### config.mk
export PLATFORM = sky130hd
export DESIGN_NAME = uart_rx_param
export DESIGN_NICKNAME = d
export VERILOG_FILES = /design/src/rtl/uart_pkg.sv /design/src/rtl/uart_bit_timer.sv /design/src/rtl/uart_rx_param.sv
export SDC_FILE = /design/constraint.sdc
export NUM_CORES = 1
export LEC_CHECK = 0
export ABC_AREA = 1
export BUFFER_PORTS_ARGS = -buffer_cell sky130_fd_sc_hd__buf_2
export CAP_MARGIN = 20
export CORE_MARGIN = 2
export CORE_UTILIZATION = 54
export DETAILED_ROUTE_END_ITERATION = 10
export PLACE_DENSITY = 0.75
export SYNTH_ARGS = -nofsm -noshare
export SYNTH_HDL_FRONTEND = slang
export SYNTH_SLANG_ARGS = --single-unit
### constraint.sdc
create_clock -name clk_i -period 1.56 [get_ports clk_i]
set_input_delay 0.156 -clock clk_i [delete_from_list [all_inputs] [get_ports clk_i]]
set_output_delay 0.156 -clock clk_i [all_outputs]
set_load 0.01 [all_outputs]
### src/rtl/uart_pkg.sv
`default_nettype none
// ============================================================================
//  Module      : uart_pkg
//  Description : Shared types and helpers for the UART receiver/transmitter
//                family: FSM state encoding, parity mode codes and the
//                clocks-per-bit calculation.
//  Revision    : 1.0 - initial release
// ============================================================================
package uart_pkg;

    // Receiver FSM states
    typedef enum logic [2:0] {
        IDLE  = 3'd0,
        START = 3'd1,
        DATA  = 3'd2,
        PAR   = 3'd3,
        STOP  = 3'd4
    } rx_state_t;

    // Parity mode codes for the PARITY parameter
    localparam int PAR_NONE = 0;
    localparam int PAR_ODD  = 1;
    localparam int PAR_EVEN = 2;

    // Whole system clocks per serial bit (truncated)
    function automatic int clks_per_bit(input int clk_hz, input int baud);
        return clk_hz / baud;
    endfunction

endpackage
`default_nettype wire

### src/rtl/uart_bit_timer.sv
`default_nettype none
// ============================================================================
//  Module      : uart_bit_timer
//  Description : Free-running bit-period counter. Restart clears it; it wraps
//                after CLKS_PER_BIT clocks. Emits a tick at mid-bit
//                (HALF_BIT-1) and at the end of the bit (CLKS_PER_BIT-1).
//  Revision    : 1.0 - initial release
// ============================================================================
module uart_bit_timer #(
    parameter int CLKS_PER_BIT = 5208
) (
    input  logic clk_i,
    input  logic rst_i,
    input  logic restart_i,
    output logic half_tick_o,
    output logic full_tick_o
);

    localparam int CNT_W = $clog2(CLKS_PER_BIT);
    localparam logic [CNT_W-1:0] c_half_cnt = CNT_W'(CLKS_PER_BIT / 2 - 1);
    localparam logic [CNT_W-1:0] c_full_cnt = CNT_W'(CLKS_PER_BIT - 1);

    logic [CNT_W-1:0] r_cnt;

    // Bit-period counter: restart has priority, wrap at the full-bit count
    always_ff @(posedge clk_i or negedge rst_i) begin
        if (!rst_i) begin
            r_cnt <= '0;
        end else if (restart_i || (r_cnt == c_full_cnt)) begin
            r_cnt <= '0;
        end else begin
            r_cnt <= r_cnt + CNT_W'(1);
        end
    end

    assign half_tick_o = (r_cnt == c_half_cnt);
    assign full_tick_o = (r_cnt == c_full_cnt);

endmodule
`default_nettype wire

### src/rtl/uart_rx_param.sv
`default_nettype none
// ============================================================================
//  Module      : uart_rx_param
//  Description : Parametrised UART receiver. Synchronises the serial line,
//                samples each bit at its centre, checks parity and stop bits
//                and presents words on a ready/valid interface with framing,
//                parity and overrun status.
//  Revision    : 1.0 - initial release
// ============================================================================
module uart_rx_param
    import uart_pkg::*;
#(
    parameter int CLK_HZ    = 50_000_000,
    parameter int BAUD      = 9600,
    parameter int DATA_BITS = 8,
    parameter int PARITY    = 0,
    parameter int STOP_BITS = 1
) (
    input  logic                 clk_i,
    input  logic                 rst_i,
    input  logic                 rx_i,
    output logic [DATA_BITS-1:0] data_o,
    output logic                 valid_o,
    input  logic                 ready_i,
    output logic                 frame_err_o,
    output logic                 parity_err_o,
    output logic                 overrun_o,
    output logic                 busy_o
);

    localparam int CLKS_PER_BIT = clks_per_bit(CLK_HZ, BAUD);
    localparam int IDX_W        = $clog2(DATA_BITS + 1);

    localparam logic [IDX_W-1:0] c_last_data = IDX_W'(DATA_BITS - 1);
    localparam logic [IDX_W-1:0] c_last_stop = IDX_W'(STOP_BITS - 1);
    localparam logic             c_odd_par   = (PARITY == PAR_ODD);

    // Reject configurations the datapath cannot support
    generate
        if (CLKS_PER_BIT < 4) begin : g_bad_clks
            $error("uart_rx_param: CLKS_PER_BIT must be at least 4");
        end
        if ((DATA_BITS < 5) || (DATA_BITS > 9)) begin : g_bad_width
            $error("uart_rx_param: DATA_BITS must be in 5..9");
        end
        if ((PARITY < 0) || (PARITY > 2)) begin : g_bad_parity
            $error("uart_rx_param: PARITY must be 0, 1 or 2");
        end
        if ((STOP_BITS != 1) && (STOP_BITS != 2)) begin : g_bad_stop
            $error("uart_rx_param: STOP_BITS must be 1 or 2");
        end
    endgenerate

    rx_state_t            r_state;
    logic                 r_rx_meta;
    logic                 r_rx_s;
    logic                 r_rx_prev;
    logic [IDX_W-1:0]     r_bit_idx;
    logic [DATA_BITS-1:0] r_shift;
    logic                 r_frame_acc;
    logic                 r_par_acc;
    logic [DATA_BITS-1:0] r_data;
    logic                 r_valid;
    logic                 r_frame_err;
    logic                 r_parity_err;
    logic                 r_overrun;

    logic w_fall;
    logic w_restart;
    logic w_half_tick;
    logic w_full_tick;
    logic w_par_err;

    // Two-flop synchroniser plus a history flop for edge detection; all reset
    // high so the idle line never looks like a start bit after reset
    always_ff @(posedge clk_i or negedge rst_i) begin
        if (!rst_i) begin
            r_rx_meta <= 1'b1;
            r_rx_s    <= 1'b1;
            r_rx_prev <= 1'b1;
        end else begin
            r_rx_meta <= rx_i;
            r_rx_s    <= r_rx_meta;
            r_rx_prev <= r_rx_s;
        end
    end

    assign w_fall = r_rx_prev & ~r_rx_s;

    // Timer is held at zero while idle and realigned once the start bit has
    // been confirmed, so every later sample lands at mid-bit
    assign w_restart = (r_state == IDLE) || ((r_state == START) && w_half_tick);

    uart_bit_timer #(
        .CLKS_PER_BIT (CLKS_PER_BIT)
    ) u_bit_timer (
        .clk_i       (clk_i),
        .rst_i       (rst_i),
        .restart_i   (w_restart),
        .half_tick_o (w_half_tick),
        .full_tick_o (w_full_tick)
    );

    // Odd parity wants the XOR of data and parity bit to be 1, even wants 0
    assign w_par_err = ((^r_shift) ^ r_rx_s) != c_odd_par;

    // Receive FSM with registered output word, flags and handshake
    always_ff @(posedge clk_i or negedge rst_i) begin
        if (!rst_i) begin
            r_state      <= IDLE;
            r_bit_idx    <= '0;
            r_shift      <= '0;
            r_frame_acc  <= 1'b0;
            r_par_acc    <= 1'b0;
            r_data       <= '0;
            r_valid      <= 1'b0;
            r_frame_err  <= 1'b0;
            r_parity_err <= 1'b0;
            r_overrun    <= 1'b0;
        end else begin
            r_overrun <= 1'b0;
            if (r_valid && ready_i) begin
                r_valid <= 1'b0;
            end

            case (r_state)
                IDLE: begin
                    if (w_fall) begin
                        r_state   <= START;
                        r_bit_idx <= '0;
                    end
                end

                START: begin
                    if (w_half_tick) begin
                        if (r_rx_s) begin
                            r_state <= IDLE;
                        end else begin
                            r_state     <= DATA;
                            r_bit_idx   <= '0;
                            r_frame_acc <= 1'b0;
                            r_par_acc   <= 1'b0;
                        end
                    end
                end

                DATA: begin
                    if (w_full_tick) begin
                        r_shift <= {r_rx_s, r_shift[DATA_BITS-1:1]};
                        if (r_bit_idx == c_last_data) begin
                            r_bit_idx <= '0;
                            r_state   <= (PARITY != PAR_NONE) ? PAR : STOP;
                        end else begin
                            r_bit_idx <= r_bit_idx + IDX_W'(1);
                        end
                    end
                end

                PAR: begin
                    if (w_full_tick) begin
                        r_par_acc <= w_par_err;
                        r_state   <= STOP;
                    end
                end

                STOP: begin
                    if (w_full_tick) begin
                        if (r_bit_idx == c_last_stop) begin
                            // Return to IDLE at mid-stop so a back-to-back
                            // start edge is caught half a bit later
                            r_data       <= r_shift;
                            r_frame_err  <= r_frame_acc | ~r_rx_s;
                            r_parity_err <= r_par_acc;
                            r_valid      <= 1'b1;
                            r_overrun    <= r_valid & ~ready_i;
                            r_state      <= IDLE;
                        end else begin
                            r_frame_acc <= r_frame_acc | ~r_rx_s;
                            r_bit_idx   <= r_bit_idx + IDX_W'(1);
                        end
                    end
                end

                default: begin
                    r_state <= IDLE;
                end
            endcase
        end
    end

    assign data_o       = r_data;
    assign valid_o      = r_valid;
    assign frame_err_o  = r_frame_err;
    assign parity_err_o = r_parity_err;
    assign overrun_o    = r_overrun;
    assign busy_o       = (r_state != IDLE);

endmodule
`default_nettype wire

==> impl_metrics.csv <==
group,metric,value,unit
route,firstDrtPassIters,5,
logic_synthesis,ys_seq_area_share,45.24,%
clocking,htreeDepth,2,
placement,numPortBuffers,16,
clocking,path_clk_slew,90,ps
sta,setup_viol,0,
worst_setup_path,crit_slowest_cell,"dfrtp_1",
logic_synthesis,ys_types,27,
pwr,power_density,1153,nW/um^2
sta,finalClockSkew,7.194,ps
layout,syn_to_final_growth,22.90,%
logic_synthesis,synth_top_family_by_area,"simple AND/OR/NAND/NOR gates",
worst_setup_path,crit_buf_inv,1,
sta,min_period,1558,ps
logic_synthesis,synth_fa_ha_area_share,1.503,%
layout,final_nets,361,
placement,dp.cells,389,
worst_setup_path,startpoint_type,"flip-flop",
sta,fmax,641.7,MHz
layout,fillers,335,
hold_path,hp-class,"input pin to flip-flop",
route,drtIter0Drc,173,
worst_setup_path,cp.required,1750,ps
floorplan,ioPinCount,17,
floorplan,dieArea,5185,um^2
sta,rsz0062_at_grt,"yes",
floorplan,fp.dieW,72.01,um
clocking,cts_tree,"yes",
sta,slew_violations,0,
layout,ff_latch_area,1130,um^2
logic_synthesis,syn_area,2497,um^2
logic_synthesis,syn_avg_cell_area,7.928,um^2
worst_setup_path,crit_family,"simple AND/OR/NAND/NOR gates",
sta,finalSetupTns,0,ps
run,drv_cap,0,
floorplan,core,4414,um^2
logic_synthesis,synth_fp_nets,322,
logic_synthesis,synth_cells,315,
route,highest_layer,"met4",
global_route,grt_pass1_vias,1717,
layout,fin_cells,407,
logic_synthesis,ys_ff_latch,45,
clocking,cts_root_buf,"clkbuf_8",
logic_synthesis,ys.warnings.count,0,
route,vias,2008,
route,wl_met2,2283,um
global_route,antenna_found_initial,0,
sta,tightest_slew,475.1,ps
logic_synthesis,synth_compound_area_share,7.816,%
global_route,grt.overflow.total,0,
placement,dp_hpwl,3147,um
route,wl_met3,197,um
global_route,grt_usage,17.81,%
global_route,grt_max_degree,27,
worst_setup_path,cp_data_arrival_time,1750,ps
floorplan,row_count,24,
route,routedWlPerCell,11.77,um
worst_setup_path,crit_chain,"inv_1, nand2_1, nor2_1, nand3_1, nand2_2, nand2_2, nor2_4, nand2_4, nand2_2, nand2_2",
route,via_per_inst,4.934,
layout,multi_input_area,1275,um^2
route,drc,0,
global_route,grt_pass1_wl,7265,um
logic_synthesis,synth_xor_area_share,3.507,%
pwr,leakage,1.545,nW
worst_setup_path,cp_slowest_stage_delay,410,ps
outcome,status,"finished clean",
logic_synthesis,synthSimpleGateAreaFrac,33.52,%
layout,diodes,0,
sta,slew-limit-headroom,68.33,%
floorplan,start_util,56.58,%
layout,finish.utilization,69.53,%
route,antenna_left,0,
clocking,cts_buffers,5,
logic_synthesis,synth.mux.area_fraction,0,%
sta,hold_viol_final,0,
sta,post-route-period-util,99.90,%
worst_setup_path,critical_path_class,"flip-flop to flip-flop",
layout,drive_gt1_share,30.42,%
clocking,cts_max_path_buffers,2,
pwr,ir_drop,0.7121,mV
worst_setup_path,crit_top_cell,"nand2_2",
clocking,cts_sinks,45,
worst_setup_path,setup.worst_path.end_class,"flip-flop",
worst_setup_path,cp_max_fo,5,
route,wl_met1,2279,um
clocking,clk_latency,300,ps
placement,gp_congestion,0.8730,
route,finalWirelength,4791,um
floorplan,die_h,72.01,um
final timing paths:
path / startpoint / endpoint / cells after the start / slack [ps]
hold / removal: ready_i / overrun_o / 4 / 120
setup / recovery: u_bit_timer.r_cnt[7] / r_bit_idx[1] / 10 / 2
hold reg to reg: r_rx_meta / r_rx_s / 0 / 360
min in group asynchronous: rst_i / u_bit_timer.r_cnt[11] / 2 / 340
max in group asynchronous: rst_i / r_rx_prev / 3 / 640
setup reg to reg: u_bit_timer.r_cnt[7] / r_bit_idx[1] / 10 / 2
routing by layer:
layer	global-route usage, %	up-vias
met5	0	-
met3	4.583	4
met4	5.660	0
li1	-	1051
met2	27.06	47
met1	25.18	906
cells by family after synthesis:
kind of cell               after synthesis
and+or+nand+nor                        181
buffers and inverters                   49
DFF                                     45
AOI/OAI and AO/OA                       27
xor gates and xnor gates                10
adders and majority gates                3
synthesized netlist by cell type:
library cell   n  area [um^2]
nand2_1       87        326.6
o21ai_1        2        10.01
inv_2          5        18.77
nor2_2         4        25.02
o21ai_0        6        30.03
a21oi_1        3        15.01
nand3_2        1        10.01
inv_4          1        6.260
dfrtp_1       42         1051
buf_6          3        33.78
nand4_1        2        12.51
nor2_4         3        33.78
nor3_1         6        30.03
xor2_1         9        78.83
ha_1           3        37.54
xnor2_1        1        8.760
nand3b_1       1        7.510
nand3_4        2        35.03
buf_2          1        5.000
nand2_2       14        87.58
o21ai_2       16        140.1
nand3_1       19        95.09
nor2_1        40        150.1
nand2_4        1        11.26
nor3b_2        1        12.51
inv_1         39        146.4
dfstp_2        3        78.83
layout by cell type, fill, tap and decap left out, drive strengths merged, types with 6 or more instances in the layout:
master,n
o21ai,24
inv,45
clkbuf,8
nor2,47
dfrtp,42
nand2,102
nand3,22
nor3,6
buf,32
xor2,9
registers in the layout, summed over array words and instances, names as in the netlist, 3 cells and up:
signal,flops
data_o,8
r_bit_idx,4
r_shift,8
r_state,3
u_bit_timer.r_cnt,13
per-stage QoR:
| stage | power [mW] | instance area [um^2] | hold slack (ps) | worst slack (ps) |
|---|---|---|---|---|
| finish | 3.538 | 3069 | 115.3 | 1.523 |
| floorplan | 2.109 | 2497 | -139.6 | 106.4 |
| global placement | 2.431 | 2716 | 135.9 | 50.30 |
| detailed placement | 2.451 | 2716 | 138.6 | 5.260 |
| global route | 3.782 | 3069 | 117.5 | -115.7 |
| CTS | 3.394 | 2859 | 113.8 | 1.205 |
power breakdown:
group	internal, mW	leakage [nW]	switching [mW]	total (mW)
Sequential	1.26	0.611	0.0851	1.35
Combinational	0.491	0.876	0.778	1.27
Clock	0.521	0.0574	0.400	0.921
Total	2.28	1.54	1.26	3.54
worst register-to-register path: stages (launching register included):
cell and delay [ps]:
dfrtp_1 410, inv_1 90, nand2_1 120, nor2_1 130, nand3_1 120, nand2_2 120
nand2_2 70, nor2_4 180, nand2_4 90, nand2_2 80, nand2_2 40
final cells by class:
type | instances | area share [%]
Multi-Input combinational cell | 221 | 41.54
Sequential cell | 45 | 36.81
Timing Repair Buffer | 36 | 10.03
Inverter | 45 | 5.585
Clock buffer | 6 | 2.691
Tap cell | 52 | 2.120
Clock inverter | 2 | 1.223
repair_timing:
action                                  4_1_cts  5_1_grt
setup buffers                                 0        6
cloned                                        0        2
endpoints found under the setup margin        4       22
resized for setup                             1       31
pin swaps                                     0       11
hold buffers                                  2        0
endpoints found under the hold margin        20        0
Note: power is estimated with default switching activity, not from simulation.
